**config.mk**
```make
export PLATFORM = sky130hd
export DESIGN_NAME = branch_comp
export DESIGN_NICKNAME = d
export VERILOG_FILES = /design/src/rtl/branch_comp_pkg.sv /design/src/rtl/branch_cmp_core.sv /design/src/rtl/branch_comp.sv
export SDC_FILE = /design/constraint.sdc
export NUM_CORES = 1
export LEC_CHECK = 0
export CORE_MARGIN = 5
export CORE_UTILIZATION = 25
export DETAILED_ROUTE_END_ITERATION = 7
export PLACE_DENSITY_LB_ADDON = 0.15
export SYNTH_ARGS = -nofsm -noshare
export SYNTH_HDL_FRONTEND = slang
export SYNTH_SLANG_ARGS = --single-unit
```
**constraint.sdc**
```tcl
create_clock -name clk -period 2.95 [get_ports clk]
set_clock_uncertainty 0.2 [all_clocks]
set_input_delay 0.59 -clock clk [delete_from_list [all_inputs] [get_ports clk]]
set_output_delay 0.59 -clock clk [all_outputs]
set_load 0.02 [all_outputs]
```
**src/rtl/branch_comp_pkg.sv**
```systemverilog
// Shared constants for the branch comparator: default operand width and RV32I branch funct3 codes.
package branch_comp_pkg;
  localparam int WIDTH_DEF = 32;

  localparam logic [2:0] F3_BEQ  = 3'b000;
  localparam logic [2:0] F3_BNE  = 3'b001;
  localparam logic [2:0] F3_BLT  = 3'b100;
  localparam logic [2:0] F3_BGE  = 3'b101;
  localparam logic [2:0] F3_BLTU = 3'b110;
  localparam logic [2:0] F3_BGEU = 3'b111;
endpackage

```
**src/rtl/branch_cmp_core.sv**
```systemverilog
// Equality and less-than compare; the signed mode flips both MSBs and reuses the unsigned compare.
module branch_cmp_core
  import branch_comp_pkg::*;
#(
  parameter int WIDTH = WIDTH_DEF
) (
  input  logic [WIDTH-1:0] a,
  input  logic [WIDTH-1:0] b,
  input  logic             is_unsigned,
  output logic             eq,
  output logic             lt
);
  logic [WIDTH-1:0] a_m;
  logic [WIDTH-1:0] b_m;

  assign a_m = is_unsigned ? a : {~a[WIDTH-1], a[WIDTH-2:0]};
  assign b_m = is_unsigned ? b : {~b[WIDTH-1], b[WIDTH-2:0]};

  assign eq = (a == b);
  assign lt = (a_m < b_m);
endmodule

```
**src/rtl/branch_comp.sv**
```systemverilog
// Branch comparator with combinational eq/lt/taken and a valid-qualified output register stage.
// Define BRANCH_COMP_TAKEN_EN to build the funct3 taken decoder; otherwise taken/taken_q are 0.
module branch_comp
  import branch_comp_pkg::*;
#(
  parameter int WIDTH = WIDTH_DEF
) (
  input  logic             clk,
  input  logic             rst,
  input  logic [WIDTH-1:0] d1,
  input  logic [WIDTH-1:0] d2,
  input  logic             un,
  input  logic [2:0]       funct3,
  input  logic             valid_in,
  output logic             eq,
  output logic             lt,
  output logic             taken,
  output logic             eq_q,
  output logic             lt_q,
  output logic             taken_q,
  output logic             valid_q
);
  logic br_eq;
  logic br_lt;

  branch_cmp_core #(.WIDTH(WIDTH)) u_cmp (
    .a(d1), .b(d2), .is_unsigned(un), .eq(eq), .lt(lt)
  );

  // Separate compare so the branch decision follows funct3[1], never the un port.
  branch_cmp_core #(.WIDTH(WIDTH)) u_br_cmp (
    .a(d1), .b(d2), .is_unsigned(funct3[1]), .eq(br_eq), .lt(br_lt)
  );

`ifdef BRANCH_COMP_TAKEN_EN
  always_comb begin
    taken = 1'b0;
    case (funct3)
      F3_BEQ:  taken = br_eq;
      F3_BNE:  taken = ~br_eq;
      F3_BLT:  taken = br_lt;
      F3_BGE:  taken = ~br_lt;
      F3_BLTU: taken = br_lt;
      F3_BGEU: taken = ~br_lt;
      default: taken = 1'b0;
    endcase
  end
`else
  logic unused_br;
  assign unused_br = ^{funct3, br_eq, br_lt};
  assign taken = 1'b0;
`endif

  always_ff @(posedge clk or posedge rst) begin
    if (rst) begin
      eq_q    <= 1'b0;
      lt_q    <= 1'b0;
      taken_q <= 1'b0;
      valid_q <= 1'b0;
    end else begin
      valid_q <= valid_in;
      if (valid_in) begin
        eq_q    <= eq;
        lt_q    <= lt;
        taken_q <= taken;
      end
    end
  end
endmodule

```
==> out/results.txt, run 1 <==
The flow ran to the end, and the final reports show no timing, DRC or antenna violations. For the final net count, the log shows 323. The run gives 3689 µm² as the core footprint. Entering global routing, the biggest net connects 4 pins. The final worst-path cycle share was 97.79%. For the worst IR drop on VDD, the log shows 0.1475 mV. 0 antenna diodes ended up in the layout. The critical path start-end classification was in2out. Counting flops with an async set or reset pin after synthesis yields a share of 100.0%. Of all cell types, the one taking the most synthesized area is sky130_fd_sc_hd__ha_1. The via count of the first global-routing pass is 1386. The fraction of layout instances using a drive strength above 1 came out at 49.09%. For the final core area utilization, the log shows 59.23%. Summing the sequential cell areas from Yosys gives 7.802% of the chip area. The maximum level of the CTS H-tree was 1. In this run the tool buffered the top-level ports with 72 buffer cells.

The logs give 0 for the number of warnings printed during yosys synthesis and 26.09% for the effective utilization at floorplan. Of the total synthesized cell area, the portion taken by AND, OR, NAND and NOR gates is 16.64%. In this run the cell area measured after placement is 1822 µm².

The run gives 0.8513 as the final estimated routing congestion in global placement. The number of DRC violations after detailed-routing iteration 0 was 16. Global routing used 14.03% of the available tracks across all layers. The remaining global-route overflow was 0.

Dividing the detail-routed wire length by the instance count gives 13.56 µm. The number of placed instances, taps included, is 259. The run gives 0 as the residual antenna-violating net count after detailed routing. The run gives 0 as the final-report hold violation count.

The tools report the post-detailed-routing wire length as 3634 µm. The post-synthesis share of cell area spent on xor and xnor gates works out to 0.9103%. The worst setup path is captured at a primary output.

For the number of slew-limit violations in the final report, the log shows 0. Setup repair after global routing left no endpoint under its margin. After synthesis the netlist holds a flip-flop and latch count of 3.

Once layout is done, the placed cells without fillers occupy 2185 µm². In this run the core area contains 22 standard-cell rows. Of the post-synthesis cell area, the part taken by muxes is 1.170%.

The analysis attributes to cell leakage a power of 0.001068 µW. For the number of cells in the finished layout apart from fillers, the log shows 268. The most used flip-flop cell after synthesis is sky130_fd_sc_hd__dfrtp_1. The clock net in this run drives a total of 3 sinks.

Startpoint type of the worst setup path: an input pin. The die is 72.04 µm tall. The synthesized netlist devotes 40.31% of its cell area to adder and majority cells.

The logs give 0 for the number of setup violations in the final report and 0 for the initial antenna violation count. The tool flagged a number of max-cap violations equal to 0. The tools report the total die area as 5189 µm². The area growth from synthesis to layout is 127.0%. The logs give 78 for the top-level I/O count and 0.2804 ns for the tightest hold margin. The logs give 32 for the count of unique library cells instantiated by Yosys and 2 for the maximum count of clock buffers along a single path. The achievable frequency is 346.6 MHz, and the post-detailed-route via-to-cell ratio is 4.575.

Clock-pin slew was measured on the worst setup and hold paths at 0.03 ns. The worst hold path belongs to the class reg2reg. The minimum period implied by the final worst setup slack came out at 2.885 ns. Synthesis handed over a netlist of 128 instances.

Counting the buffers created by CTS gives 3. Data on the critical path is required at its endpoint by 2.16 ns. Fill cells in the final layout number 375. The number of enable flip-flop cells after synthesis was 0; the post-synthesis cell area was 962.2 µm².

For the worst setup path, the data arrival time is 2.09 ns. The areal power density over the cells works out to 203.5 nW/µm². TritonCTS built the clock tree. The final routed DRC violation total was 0. A synthesized cell averages 7.517 µm². Complex-gate fraction of the synthesized area: 17.95%. The first global-routing pass estimated 5878 µm of wire. Library cell used as clock root buffer: sky130_fd_sc_hd__clkbuf_8. The largest fanout on the critical path works out to 3. The die is 72.04 µm wide. The proportion of netlist area held by the largest area contributor came out at 40.31%.

Detailed placement ended at an HPWL of 2714 µm. The run gives 4 as the total iterations of the first detailed-routing run. After synthesis, the cell types taking the most area are sky130_fd_sc_hd__ha_1, sky130_fd_sc_hd__inv_1, sky130_fd_sc_hd__dfrtp_1. Vias after detailed routing: 1226.

The combinational family with the most area after synthesis was adder cells. The later pin in the worst-skew pair is clocked with a latency of 0.21 ns.
-- stage by stage --
step | setup slack [ns] | power (µW) | TNS [ns]
6_report | 0.06518 | 444.5 | 0
5_1_grt | 0.002422 | 483.8 | 0
4_1_cts | -0.007315 | 423.4 | -0.007315
3_5_place_dp | -0.7724 | 275.2 | -1.478
3_3_place_gp | -0.7770 | 268.2 | -1.487
2_1_floorplan | 0.05820 | 139.5 | 0
-- critical path, stage by stage --
cell and delay [ns]:
sky130_fd_sc_hd__dlygate4sd2_1 0.21, sky130_fd_sc_hd__inv_2 0.05, sky130_fd_sc_hd__ha_4 0.27, sky130_fd_sc_hd__nand4_4 0.11, sky130_fd_sc_hd__a2111o_1 0.43, sky130_fd_sc_hd__a31oi_4 0.21
sky130_fd_sc_hd__nor3_2 0.06, sky130_fd_sc_hd__buf_4 0.16
-- power by group --
group          internal, µW  total (µW)  switching (µW)
logic                   163         283             121
clock network          91.9         116            24.0
registers              44.2        45.4            1.18
total                   299         445             146
-- layer usage --
| metal | GRT usage, % | wire (µm) |
|---|---|---|
| met5 | 0 | 0 |
| met4 | 2.505 | 30 |
| met3 | 3.463 | 219 |
| met2 | 29.08 | 2072 |
| met1 | 13.85 | 1312 |
-- registers in the layout, summed over array words and instances, names as in the netlist --
register / flops
eq_q: 1
lt_q: 1
valid_q: 1
-- worst paths after layout --
kind | from | endpoint | slack [ns] | cells after the start
hold reg to reg | eq_q | eq_q | 0.28 | 1
min in group asynchronous | rst | valid_q | 0.35 | 2
max in group asynchronous | rst | lt_q | 2.08 | 2
setup / recovery | d2[15] | lt | 0.07 | 8
setup reg to reg | eq_q | eq_q | 1.99 | 1
hold / removal | eq_q | eq_q | 0.28 | 1
-- cell usage after synthesis, types with 2 or more instances --
master	number
sky130_fd_sc_hd__a21oi_1	10
sky130_fd_sc_hd__and2_1	2
sky130_fd_sc_hd__nor2_1	5
sky130_fd_sc_hd__nand3_1	2
sky130_fd_sc_hd__o211ai_1	2
sky130_fd_sc_hd__buf_4	2
sky130_fd_sc_hd__nand2_1	10
sky130_fd_sc_hd__ha_1	31
sky130_fd_sc_hd__inv_1	34
sky130_fd_sc_hd__nand4_1	3
sky130_fd_sc_hd__and4_1	2
sky130_fd_sc_hd__o21ai_0	3
sky130_fd_sc_hd__dfrtp_1	3
-- placed cells by master (no fill, tap or decap), types with 7 or more instances in the layout --
master,instances
sky130_fd_sc_hd__a21oi_1,8
sky130_fd_sc_hd__buf_4,16
sky130_fd_sc_hd__clkbuf_2,19
sky130_fd_sc_hd__clkdlybuf4s15_1,11
sky130_fd_sc_hd__dlygate4sd2_1,27
sky130_fd_sc_hd__ha_1,7
sky130_fd_sc_hd__ha_4,23
sky130_fd_sc_hd__inv_1,14
sky130_fd_sc_hd__inv_2,20
sky130_fd_sc_hd__nand2_1,8
-- final cells by class --
cell class                      count  area (µm²)  area share [%]
Multi-Input combinational cell     90        1142           52.29
Sequential cell                     3       75.07           3.436
Inverter                           34       127.6           5.842
Tap cell                           48       60.06           2.749
Clock buffer                        4       45.04           2.062
Timing Repair Buffer               89       734.5           33.62
-- timing repair --
action                                  in CTS  in global routing
hold endpoints to repair                     0                  0
gates cloned                                 0                  0
hold buffers                                 0                  0
gates resized for setup                    134                 65
pin swaps                                   36                 31
endpoints found under the setup margin       2                  2
buffers inserted                             3                  3
-- kinds of logic (layout without fill, tap and decap cells) --
group                      count (synthesis)  after routing
buffers and inverters                     36            127
adders and majority gates                 31             31
and+or+nand+nor                           30             30
AOI/OAI and AO/OA                         25             25
DFF                                        3              3
other                                      1              2
xor gates and xnor gates                   1              1
muxes                                      1              1
Power figures use the tool's default switching activity.
==> run 2, diff against run 1 <==
--- a/config.mk
+++ b/config.mk
@@ -11,4 +11,5 @@
 export PLACE_DENSITY_LB_ADDON = 0.15
 export SYNTH_ARGS = -nofsm -noshare
 export SYNTH_HDL_FRONTEND = slang
+export SYNTH_HIERARCHICAL = 1
 export SYNTH_SLANG_ARGS = --single-unit
==> run 2 against run 1 <==
  * Total power is 0.96% lower
  * Combinational power is 2% lower
  * Setup slack worse by 0.017 ns
  * Via count is 6.8% lower
  * Non-clock buffer count is 11 lower
  * Sequential share of layout area hardly changed
  * Core utilization is 0.17 points higher
  * Global-route usage is 1.9 points lower
  * Flip-flop and latch count stayed put
  * Die area is 1.8% lower
  * Synthesized cell count is 1.6% lower
  * Sequential power is 2% higher
  * Critical path type unchanged
  * Critical endpoint unchanged
  * Largest cell class unchanged
  * Largest power group unchanged
==> out/results.txt, run 2 <==
TritonCTS built the clock tree. The first-pass GRT wire length is 5126 µm, and the vias after detailed routing is 1143. In this run switching power makes up 33.22% of total power. In this run the remaining antenna-violating nets after routing total 0. Dominant cell by count in the synthesized netlist: sky130_fd_sc_hd__inv_1.

The most area-hungry cell type in the Yosys netlist was sky130_fd_sc_hd__ha_1. In this run the most critical hold path is launched from eq_q. From synthesis to final layout, the design area changed by 130.8%. The tool flagged a number of max-cap violations equal to 0. The path with the worst hold slack has its endpoint at eq_q. Leaving out fill and tap cells, the most frequent cell in the layout is sky130_fd_sc_hd__dlygate4sd2_1.

The tools report the startpoint type of the worst setup path as an input pin. The via count of the first global-routing pass is 1247, and the total power is 440.3 µW. The run gives 62.7% as the part of the total power dissipated in combinational logic. The tools report the maximum number of pins on one net before global-route repair as 4. By area the synthesized netlist is led by sky130_fd_sc_hd__ha_1, sky130_fd_sc_hd__inv_1, sky130_fd_sc_hd__dfrtp_1. The mean instance size in the synthesized netlist is 7.477 µm². For the final-report hold violation count, the log shows 0. After legalization and detailed placement, the total HPWL measured 2457 µm.

The smallest clock period supported by the final layout is computed as 2.902 ns. The origin of the critical flop-to-flop path is lt_q. Pin placement for this block handled 78 I/O pins.

The remaining global-route overflow is 0, and the flip-flop and latch count after synthesis is 3. The die is 71.39 µm wide. For the gate count of the mapped netlist, the log shows 126.

The clock reaches the later pin of the worst-skew pair after 0.21 ns. The clock transition at the registers of the reported paths works out to 0.03 ns. Number of warnings printed during yosys synthesis: 6. The filler cells instantiated in the layout total 352. The clock group share of total power was 26.7%. The tree is rooted in a sky130_fd_sc_hd__clkbuf_8. The tools report the type of element capturing the critical path as a primary output. The critical path start-end classification is in2out. Derived from the worst setup path, the maximum achievable clock frequency is 344.6 MHz.

In this run the cell area of the synthesized design comes to 942.2 µm². At the worst endpoint, the required time is 2.16 ns. At the end of the flow, the number of nets in the layout was 310. In the final layout, the share of cells above drive strength 1 is 48.79%. The endpoint identified for the worst register-to-register timing path is lt_q. The worst register-to-register path has a setup slack of 2.00 ns. Dividing the detail-routed via count by the number of cells gives 4.482.

The internal portion of the total power is 294.0 µW. The sequential cells in the finished layout cover a total of 75.07 µm². The die span in y works out to 71.39 µm. The analysis attributes to net switching a power of 146.3 µW. After detailed routing, the number of remaining DRC violations is 0. Of the synthesized area, sequential elements account for 7.968%.

Of all flip-flops after synthesis, the portion carrying an async set or reset was 100.0%. STA puts the critical path data arrival time at 2.11 ns. The floorplan step defined a core boundary enclosing 3661 µm². Global routing used 12.10% of the available tracks. The tools report the total die area as 5097 µm². For the number of cells in the finished layout apart from fillers, the log shows 255.

Summed over all cells, the static leakage comes to 0.001109 µW. After floorplanning, the core was divided into 22 placement rows. The largest registers in the layout are eq_q (1), lt_q (1), valid_q (1).

The run gives 3165 µm as the post-detailed-routing wire length. The depth of the worst hold-timing path is 1, and the multi-input gate area in the final layout is 1147 µm². After detailed placement, the design holds a cell count of 250. The number of DRC violations after detailed-routing iteration 0 was 9; the maximum level of the CTS H-tree was 1.

After synthesis, the largest area contributor takes up 41.17% of total cell area. The congestion estimate from routability-driven global placement came to 0.7395. The initial utilization of the core area, before any placement, comes to 25.73%. The logs give 0 for the number of setup violations in the final report and 3 for the number of clock sinks.

The tools report the maximum count of clock buffers along a single path as 2. The part of the power in registers is 10.6%, and the initial antenna violation count is 0. By count the netlist is led by sky130_fd_sc_hd__inv_1, sky130_fd_sc_hd__ha_1, sky130_fd_sc_hd__a21oi_1. The total iterations of the first detailed-routing run is 5, and the final routed wire length divided by cell count is 12.41 µm. The worst-case IR drop observed on VDD is 0.1252 mV.

Of all nets on the critical path, the largest fanout is 3. The areal power density over the cells was 202.5 nW/µm². For the worst-case setup margin in the final layout, the log shows 0.04841 ns.

Counting the buffers created by CTS gives 3. Leaving out fill and tap cells, the most frequent cells in the layout are sky130_fd_sc_hd__dlygate4sd2_1, sky130_fd_sc_hd__inv_2, sky130_fd_sc_hd__ha_4. The run finished with clean final reports.

The number of enable flip-flop cells after synthesis was 0. The flip-flop cell with the highest count after synthesis was sky130_fd_sc_hd__dfrtp_1. The count of unique library cells instantiated by Yosys is 28, and the worst slack after detailed placement is -0.8117 ns. The number of cells traversed by the worst register-to-register path is 1. The tightest min-delay check is of the reg2reg type. Input and output buffers added on the ports amount to 72. The number of slew-limit violations in the final report came out at 0. In the finished design, the share of the clock period the worst path needs comes to 98.36%. The setup TNS is 0 ns, and the number of diodes added for antenna fixing is 0.
run 2: cell types whose count changed in the layout (fill, tap and decap cells not counted), moves of 5 or more:
| cell | delta |
|---|---|
| sky130_fd_sc_hd__inv_1 | -5 |
| sky130_fd_sc_hd__buf_4 | -11 |
| sky130_fd_sc_hd__a21oi_1 | -5 |
| sky130_fd_sc_hd__clkbuf_2 | -9 |
| sky130_fd_sc_hd__a21oi_2 | +7 |
| sky130_fd_sc_hd__dlymetal6s2s_1 | +10 |
| sky130_fd_sc_hd__clkdlybuf4s15_1 | -6 |
run 2: cell type report:
type / count / area share (%)
inverters: 34 / 5.984
clock buffers: 4 / 2.071
multi-input cells: 88 / 52.76
flip-flops and latches: 3 / 3.452
repair buffers: 78 / 32.97
well taps: 48 / 2.762
run 2: layer usage:
layer | part of all wire, % | global-route usage (%)
met1 | 39 | 12.92
met4 | 0 | 2.505
met2 | 52 | 22.76
met5 | 0 | 0
met3 | 8.8 | 4.208
run 2: worst max-delay path: stages:
cell                            delay (ns)
sky130_fd_sc_hd__dlygate4sd2_1        0.26
sky130_fd_sc_hd__ha_4                 0.25
sky130_fd_sc_hd__a21oi_2              0.13
sky130_fd_sc_hd__o21ai_2              0.07
sky130_fd_sc_hd__a221oi_2             0.28
sky130_fd_sc_hd__nor2_1               0.11
sky130_fd_sc_hd__a211oi_4             0.25
sky130_fd_sc_hd__buf_6                0.16
run 2: power by group through the flow:
stage	registers [µW]	logic, µW	clock network [µW]
after CTS	46.5	265	123
after floorplan	50.9	90.3	0
after detailed placement	46.9	219	0
final	46.5	276	118
after global routing	46.7	306	125
after global placement	46.6	214	0
run 2: how the worst max path moves through the flow:
stage               cells past startpoint  to  slack, ns  startpoint
floorplan                               7  lt       0.16      d2[26]
global placement                        9  lt      -0.80      d2[26]
global route                            9  lt      -0.04      d2[15]
CTS                                     8  lt     0.0006      d1[20]
finish                                  8  lt       0.05      d1[19]
detailed placement                      9  lt      -0.81      d2[26]
run 2: metrics by stage:
step,util [%],hold slack (ns),cell area [µm²]
floorplan,-,0.1436,945.9
global placement,47.78,0.2921,1749
detailed placement,47.78,0.3079,1749
finish,59.40,0.3195,2175
CTS,57.38,0.3235,2101
global route,59.40,0.3282,2175
run 2: kinds of logic (layout without fill, tap and decap cells):
kind of cell | count (synthesis) | count (layout) | synth area share, %
AND/OR/NAND/NOR | 26 | 26 | 14.08
XOR/XNOR | 1 | 1 | 0.9298
flip-flops | 3 | 3 | 7.968
AO/OA/AOI/OAI | 26 | 26 | 17.93
other | 1 | 2 | 0.3980
multiplexers | 2 | 2 | 2.390
adder cells (fa/ha/maj) | 31 | 31 | 41.17
buffers and inverters | 36 | 116 | 15.14
run 2: timing repair:
action | in CTS | in global routing
hold endpoints to repair | 0 | 0
gates resized for setup | 136 | 52
hold buffers | 0 | 0
setup buffers | 0 | 1
pin swaps | 36 | 39
endpoints found under the setup margin | 2 | 2
